`src/rtl/mips_lsu_pkg.sv`:
```
// Shared types and small decode helpers for the MIPS load/store unit.
package mips_lsu_pkg;

  // Memory operation requested by the core; encoding matches the decoder.
  typedef enum logic [2:0] {
    LB  = 3'd0,
    LBU = 3'd1,
    LH  = 3'd2,
    LHU = 3'd3,
    LW  = 3'd4,
    SB  = 3'd5,
    SH  = 3'd6,
    SW  = 3'd7
  } lsu_op_t;

  // Sequencer states of the unit.
  typedef enum logic [1:0] {
    IDLE  = 2'd0,
    READ  = 2'd1,
    WRITE = 2'd2,
    RESP  = 2'd3
  } lsu_state_t;

  // Any of the five load flavours.
  function automatic logic is_load(input lsu_op_t op);
    return (op == LB) || (op == LBU) || (op == LH) || (op == LHU) || (op == LW);
  endfunction

  // Stores narrower than a memory word need a read-modify-write.
  function automatic logic is_sub_store(input lsu_op_t op);
    return (op == SB) || (op == SH);
  endfunction

  // Halfword accesses must sit on an even byte offset.
  function automatic logic is_half(input lsu_op_t op);
    return (op == LH) || (op == LHU) || (op == SH);
  endfunction

  // Word accesses cover every lane and must be lane-0 aligned.
  function automatic logic is_word(input lsu_op_t op);
    return (op == LW) || (op == SW);
  endfunction

endpackage

```
`src/rtl/mips_lsu_lane_align.sv`:
```
// Big-endian lane steering: load extraction with sign/zero extension and
// merging of store data into a previously read memory word.
module mips_lsu_lane_align
  import mips_lsu_pkg::*;
#(
  parameter int LANES = 4,
  localparam int W     = 8 * LANES,
  localparam int OFF_W = $clog2(LANES)
) (
  input  lsu_op_t                  op,
  input  logic [OFF_W-1:0]         off,
  input  logic [0:LANES-1][7:0]    rd_lanes,
  input  logic [W-1:0]             wdata,
  output logic [W-1:0]             load_data,
  output logic [0:LANES-1][7:0]    wr_lanes
);

  // An aligned halfword always starts on an even lane, so its second lane
  // is simply off with bit 0 set; this never wraps past the last lane.
  logic [OFF_W-1:0] off_pair;
  logic [7:0]       byte_sel;
  logic [15:0]      half_sel;

  assign off_pair = off | OFF_W'(1);
  assign byte_sel = rd_lanes[off];
  assign half_sel = {rd_lanes[off], rd_lanes[off_pair]};

  // Pick the addressed bytes out of the read word and extend them to W.
  always_comb begin
    load_data = rd_lanes;
    case (op)
      LB:      load_data = {{(W-8){byte_sel[7]}}, byte_sel};
      LBU:     load_data = {{(W-8){1'b0}}, byte_sel};
      LH:      load_data = {{(W-16){half_sel[15]}}, half_sel};
      LHU:     load_data = {{(W-16){1'b0}}, half_sel};
      default: load_data = rd_lanes;
    endcase
  end

  // Overlay store bytes on the read word; SW replaces every lane outright.
  always_comb begin
    wr_lanes = rd_lanes;
    case (op)
      SB: wr_lanes[off] = wdata[7:0];
      SH: begin
        wr_lanes[off]      = wdata[15:8];
        wr_lanes[off_pair] = wdata[7:0];
      end
      SW:      wr_lanes = wdata;
      default: wr_lanes = rd_lanes;
    endcase
  end

endmodule

```
`src/rtl/mips_lsu.sv`:
```
// Load/store unit between the core datapath and a big-endian byte-lane
// memory with a single write enable and a fixed read latency.
module mips_lsu
  import mips_lsu_pkg::*;
#(
  parameter int LANES       = 4,
  parameter int ADDR_W      = 32,
  parameter int MEM_LATENCY = 1,
  localparam int W = 8 * LANES
) (
  input  logic                     clk,
  input  logic                     rst_b,
  input  logic                     req_valid,
  output logic                     req_ready,
  input  lsu_op_t                  req_op,
  input  logic [ADDR_W-1:0]        req_addr,
  input  logic [W-1:0]             req_wdata,
  input  logic [4:0]               req_rd,
  input  logic                     halted,
  output logic                     resp_valid,
  output logic [W-1:0]             resp_rdata,
  output logic [4:0]               resp_rd,
  output logic                     resp_err,
  output logic [ADDR_W-1:0]        mem_addr,
  output logic [0:LANES-1][7:0]    mem_data_in,
  input  logic [0:LANES-1][7:0]    mem_data_out,
  output logic                     mem_write_en
);

  localparam int OFF_W = $clog2(LANES);
  localparam int CNT_W = (MEM_LATENCY > 1) ? $clog2(MEM_LATENCY) : 1;
  localparam logic [CNT_W-1:0] CNT_INIT = CNT_W'(MEM_LATENCY - 1);

  if (!(LANES == 4 || LANES == 8)) begin : g_bad_lanes
    $error("mips_lsu: LANES must be 4 or 8");
  end
  if (MEM_LATENCY < 1) begin : g_bad_latency
    $error("mips_lsu: MEM_LATENCY must be at least 1");
  end

  // Request and sequencing state captured at accept.
  lsu_state_t              state;
  logic [CNT_W-1:0]        cnt;
  lsu_op_t                 op_q;
  logic [OFF_W-1:0]        off_q;
  logic [W-1:0]            wdata_q;
  logic [4:0]              rd_q;
  logic                    err_q;
  logic [0:LANES-1][7:0]   rword_q;

  logic                    accept;
  logic [OFF_W-1:0]        req_off;
  logic                    req_mis;
  logic [W-1:0]            load_data;
  logic [0:LANES-1][7:0]   wr_lanes;

  // Byte accesses are always aligned; halves need an even offset and words
  // need offset zero.
  function automatic logic misaligned(input lsu_op_t op, input logic [OFF_W-1:0] off);
    if (is_half(op)) return off[0];
    if (is_word(op)) return off != '0;
    return 1'b0;
  endfunction

  assign req_ready = (state == IDLE) && !halted;
  assign accept    = req_valid && req_ready;
  assign req_off   = req_addr[OFF_W-1:0];
  assign req_mis   = misaligned(req_op, req_off);

  mips_lsu_lane_align #(
    .LANES(LANES)
  ) u_align (
    .op        (op_q),
    .off       (off_q),
    .rd_lanes  (rword_q),
    .wdata     (wdata_q),
    .load_data (load_data),
    .wr_lanes  (wr_lanes)
  );

  // Sequencer: accept, wait out the memory latency, optionally write, respond.
  // mem_addr is only loaded for aligned requests, so a rejected access never
  // moves the memory port.
  always_ff @(posedge clk or negedge rst_b) begin
    if (!rst_b) begin
      state    <= IDLE;
      cnt      <= '0;
      op_q     <= LB;
      off_q    <= '0;
      wdata_q  <= '0;
      rd_q     <= '0;
      err_q    <= 1'b0;
      rword_q  <= '0;
      mem_addr <= '0;
    end else begin
      case (state)
        IDLE: begin
          if (accept) begin
            op_q    <= req_op;
            off_q   <= req_off;
            wdata_q <= req_wdata;
            rd_q    <= req_rd;
            err_q   <= req_mis;
            cnt     <= CNT_INIT;
            if (req_mis) begin
              state <= RESP;
            end else begin
              mem_addr <= {req_addr[ADDR_W-1:OFF_W], {OFF_W{1'b0}}};
              state    <= (req_op == SW) ? WRITE : READ;
            end
          end
        end
        READ: begin
          if (cnt == '0) begin
            rword_q <= mem_data_out;
            state   <= is_load(op_q) ? RESP : WRITE;
          end else begin
            cnt <= cnt - CNT_W'(1);
          end
        end
        WRITE:   state <= RESP;
        RESP:    state <= IDLE;
        default: state <= IDLE;
      endcase
    end
  end

  // Response and write-port fields are gated by state so they read as zero
  // outside their own cycle, including straight after an asynchronous reset.
  assign resp_valid   = (state == RESP);
  assign resp_err     = (state == RESP) && err_q;
  assign resp_rdata   = ((state == RESP) && is_load(op_q) && !err_q) ? load_data : '0;
  assign resp_rd      = ((state == RESP) && is_load(op_q)) ? rd_q : '0;
  assign mem_write_en = (state == WRITE);
  assign mem_data_in  = (state == WRITE) ? wr_lanes : '0;

endmodule

```
`config.mk`:
```
export PLATFORM = sky130hd
export DESIGN_NAME = mips_lsu
export DESIGN_NICKNAME = d
export VERILOG_FILES = /design/src/rtl/mips_lsu_pkg.sv /design/src/rtl/mips_lsu_lane_align.sv /design/src/rtl/mips_lsu.sv
export SDC_FILE = /design/constraint.sdc
export NUM_CORES = 1
export LEC_CHECK = 0
export CORE_MARGIN = 8
export CORE_UTILIZATION = 40
export DETAILED_ROUTE_END_ITERATION = 16
export GPL_ROUTABILITY_DRIVEN = 0
export MAX_ROUTING_LAYER = met4
export PLACE_DENSITY = 0.74
export SYNTH_ARGS = -nofsm -noshare
export SYNTH_HDL_FRONTEND = slang
export SYNTH_SLANG_ARGS = --single-unit
export TNS_END_PERCENT = 5
```
`constraint.sdc`:
```
create_clock -name clk -period 1.7 [get_ports clk]
set_input_delay 0.17 -clock clk [delete_from_list [all_inputs] [get_ports clk]]
set_output_delay 0.17 -clock clk [all_outputs]
set_load 0.005 [all_outputs]
```
Yosys cells after proc, flatten, opt, wreduce, memory -nomap -nowiden. Index checks and enable logic that the tools add are counted.

Flip-flop bits (word level): 108.

$add $sub $neg: 1. Order comparisons: 4. Equality and inequality tests: 17. Multiplexer cells: 34. Bitwise operators: 4. Reductions and logical operators: 25.

Operator list (number): $pmux W32 S4 (1); $bwmux W32 (3); $pmux W32 S3 (1); $mux W32 (2); $mux W8 (6); $bmux W8 S2 (2); $demux W8 S2 (2); $eq A3 B3 Y1 const B (7); $eq A3 B2 Y1 const B (4); $mux W1 (10); $mux W2 (4); $pmux W2 S4 (1); $reduce_and A2 Y1 (4); $logic_and A1 B1 Y1 (7); $logic_or A1 B1 Y1 (7); $ge A3 B3 Y1 const B (2); $lt A3 B1 Y1 const B (2); $not A2 Y3 (2); $mux W5 (1); $eq A2 B2 Y1 const B (2); $ne A2 B2 Y1 const B (2); $reduce_bool A2 Y1 (2); $eq A3 B1 Y1 const B (1); $logic_not A3 Y1 (1); 7 further kinds (9).

Logic depth before layout (Yosys ltp).
Word-level depth: 10. Depth in mapped cells: 7. Depth with buffers taken out: 5.

Hierarchy. From an unflattened synthesis, not the netlist that was laid out.

Cells, all modules: 800. Area total of the unflattened synthesis: 6941.7 um^2.

By module, submodules not included: mips_lsu (times used 1, cells each 421, area each 4753.3 um^2); mips_lsu_lane_align (times used 1, cells each 379, area each 2188.3 um^2).

Worst setup path before layout. Ideal clock, no wire load.

Path type: register to output. From: reg state[0]. To: out mem_data_in[10] (netlist bit). Data arrival time: 1.557 ns. Data required time: 1.530 ns. Slack: -0.027 ns. Cell stages (with the launch flop): 6. Path buffers: 0. Path through: dfrtp_1 > inv_1 > ha_1 > clkinv_1 > a311oi_4 > o2bb2ai_1.

RTL lines: from (decl) (RTL line mips_lsu.sv:42) `lsu_state_t state;`; from (signal assigned) (RTL line mips_lsu.sv:109) `state <= (req_op == SW) ? WRITE : READ;`; from (signal assigned) (RTL line mips_lsu.sv:116) `state <= is_load(op_q) ? RESP : WRITE;`; to (decl) (RTL line mips_lsu.sv:25) `output logic [0:LANES-1][7:0] mem_data_in,`.

Worst setup path after layout.
From: reg off_q[1]. To: out resp_rdata[12].

Word-level cells in the longest chain between the ends: 6.

RTL lines: from (decl) (RTL line mips_lsu.sv:45) `logic [OFF_W-1:0] off_q;`; from (signal assigned) (RTL line mips_lsu.sv:100) `off_q <= req_off;`; $not A2 Y3 (implied by the code) (RTL line mips_lsu_lane_align.sv:25, mips_lsu_lane_align.sv:26); $bmux W8 S2 (RTL line mips_lsu_lane_align.sv:25, mips_lsu_lane_align.sv:26); $mux W8 (implied by the code) (2 in a row) (RTL line mips_lsu_lane_align.sv:25, mips_lsu_lane_align.sv:26); $pmux W32 S4 (RTL line mips_lsu_lane_align.sv:31) `case (op)`; $mux W32 (RTL line mips_lsu.sv:132) `assign resp_rdata = ((state == RESP) && is_load(op_q) && !err_q) ? load_data : '0;`; to (decl) (RTL line mips_lsu.sv:21) `output logic [W-1:0] resp_rdata,`.

No other way between the ends. The select of a mux whose other input is x is not followed.

==> summary.txt <==
FILL cells - 1,123
Clk buf depth - 2
Fmax - 434 MHz
Most frequent cells after synthesis - mux2_2 (111), dfrtp_1 (107), nand2_1 (69)
EDFF count, synth - 0
Core ar. - 0.0157 mm^2
Maxcap violations - 0
TritonCTS buffer count - 9
Cell with the most instances after synthesis - mux2_2
Endpoints failing setup - 68
Syn Std Cell Area - 0.00637 mm^2
Reg2reg end - mem_addr[28]$_DFFE_PN0P_
CTS tree - done
# nets final - 1,047
Final instance area - 0.0104 mm^2
Non-Filler Instances - 1,156
Vias per std cell - 5.75
Num Clock Sinks - 107
Vias in the first global route - 7,024
Worst-path fanout max - 7
Synth area leaders - dfrtp_1 (42%), mux2_2 (20%), a21oi_1 (5.1%)
Fin Hold WS - 0.322 ns
Clock slew at reported path FFs - 0.08 ns
Min-Delay Path Class - primary input to async pin
Main synth FF type - dfrtp_1
Die width - 142 um
Worst path arrival time - 2.13 ns
Reg2reg setup slack - 0.04 ns
DP HPWL - 19,500 um
Clk_lat worst skew - 0.36 ns
Die area - 0.0202 mm^2
Post-synthesis sequential area ratio - 42.0%
Clk root buf - clkbuf_16
Layout Area Growth over Synthesis - 63.1%
Outcome - complete, but fails checks
Pwr/cell area - 2070 mW/mm^2
RSZ-0062 raised after global routing - true
Area leader, netlist - dfrtp_1
Ys Warns - 0
Port Buffer Count - 210
Initial antenna violation count - 1
Via count - 6,652
Total track usage - 26.4%
GR Overflow Total - 0
Core Rows - 46
Hold Vio Cnt, Final - 0
CP Launch Type - flip-flop
Distinct cells, synth - 51
Tightest Pin Transition - 0.511 ns
Minimum clock period - 2.30 ns
DP Cell Count - 1,107
LEAKAGE - 4.52 nW
Final Skew - 0.00556 ns
Worst Reg-to-Reg Cells - 7
Maximum VDD drop - 956 uV
Mean Syn Cell Area - 10.5 um^2
Die H - 142 um
First-pass GRT wire length - 40,000 um
DR WL/cell - 23.2 um
Final worst slack - -0.603 ns
Maximum number of pins on one net before global-route repair - 40
H-tree depth - 3
Synthesized instance count - 609
Synth async-reset ratio - 100%
Kind of critical path - flip-flop to primary output
Post-place instance area - 0.00955 mm^2
Power Total - 0.0215 W
IO Count - 213
Remaining DRCs - 0
Final antenna-violating net count - 0
Initial core utilization - 40.6%
Detailed Routing Iterations Pass 1 - 5
Share of cells above drive strength 1 - 47.6%
Setup TNS - -31.11 ns
Post-synth top area share - 42.0%
Initial DRC count - 715
Worst r2r src - state[0]$_DFFE_PN0P_
Post-route clock period utilization - 135%
Slew Limit Fails - 0
Worst EP required - 1.53 ns
Crit path capture type - primary output
DRT Wirelength - 26,900 um
Violated checks - negative setup slack
Slew HR - 65.9%
Yosys reg bits - 107
==> per-layer routing <==
metal  global-route usage [%]  vias up  wire (um)
met5                        -        -          0
met4                     13.3        0       1300
li1                         -     2880          -
met2                     40.1      439      12100
met3                     7.82      108       2980
met1                     31.4     3225      10400
==> registers in the layout, summed over array words and instances, names as in the netlist <==
signal    cells
wdata_q      32
mem_addr     30
rd_q          5
err_q         1
state         2
rword_q      32
op_q          3
off_q         2
==> critical path, stage by stage (launching register included) <==
cell	delay (ns)
dfrtp_2	0.46
mux4_2	0.58
buf_6	0.15
a21oi_4	0.21
buf_6	0.15
a221oi_2	0.06
buf_2	0.16
==> area by class of cell <==
cell class	count	area [um^2]	area share, %
flip-flops and latches	107	2680	25.8
inverters	14	60.1	0.578
repair buffers	365	3280	31.6
clock buffers	9	225	2.17
well taps	216	270	2.60
multi-input cells	437	3790	36.4
clock inverters	7	85.1	0.818
diodes	1	2.50	0.0241
==> where the power goes <==
group	switching (W)	internal (W)	total, W
Clock	0.00107	0.00117	0.00224
Sequential	0.00137	0.00385	0.00522
Combinational	0.00665	0.00743	0.0141
Total	0.00909	0.0125	0.0215
==> worst max path at each step <==
stage | start | end
after floorplan | state[0]$_DFFE_PN0P_ | mem_addr[10]$_DFFE_PN0P_
after global placement | off_q[0]$_DFFE_PN0P_ | mem_data_in[13]
after detailed placement | off_q[0]$_DFFE_PN0P_ | mem_data_in[13]
after CTS | off_q[0]$_DFFE_PN0P_ | resp_rdata[0]
after global routing | off_q[1]$_DFFE_PN0P_ | resp_rdata[12]
final | off_q[1]$_DFFE_PN0P_ | resp_rdata[12]
==> layout by cell type (no fill, tap or decap), types with 3 or more instances in the layout <==
cell type,synthesis,final
mux2i_1,23,23
a31oi_1,15,12
buf_4,9,119
nand2_1,69,66
clkbuf_2,0,8
nor3_1,10,8
o221a_2,7,7
a22oi_1,8,8
clkdlybuf4s15_2,0,7
and3_1,6,6
dfrtp_1,107,102
a21boi_0,9,9
a221oi_2,0,6
o22ai_1,9,9
dfrtp_2,0,5
o2bb2ai_2,0,6
a21oi_1,65,38
buf_6,3,18
dlygate4sd2_1,0,7
buf_2,18,47
clkdlybuf4s50_1,0,138
inv_6,0,3
buf_12,0,13
buf_8,0,3
o21ai_2,1,12
o21ai_0,40,25
inv_1,13,10
o21ai_1,0,3
a21oi_2,1,27
mux2_4,0,5
clkbuf_16,0,9
mux4_2,8,8
mux2_2,111,106
==> metrics by stage <==
stage | worst slack, ns | utilization, %
after global routing | -0.653 | 66.2
after global placement | -0.526 | 60.8
final | -0.603 | 66.2
after detailed placement | -0.577 | 60.8
after floorplan | 0.00571 | -
after CTS | -0.572 | 65.3
==> logic make-up (layout without fill, tap and decap cells) <==
kind of cell    after synthesis  count (layout)  share of synthesized area, %
compound gates              179             179                          17.7
xor+xnor                      1               1                         0.137
fa+ha+maj                     5               5                         0.982
buf+inv                      66             395                          5.12
flops                       107             107                          42.0
mux                         143             143                          26.2
other cells                   1               3                        0.0588
simple gates                107             107                          7.74
==> timing repair <==
item                                    CTS  global route
endpoints found under the setup margin  109           135
cloned                                    2             0
pin swaps                                39            17
hold endpoints to repair                 32             0
resized for setup                       348            35
hold buffers                              1             0
buffers inserted                         20             9
No activity file was read; power rests on OpenSTA's default activity.
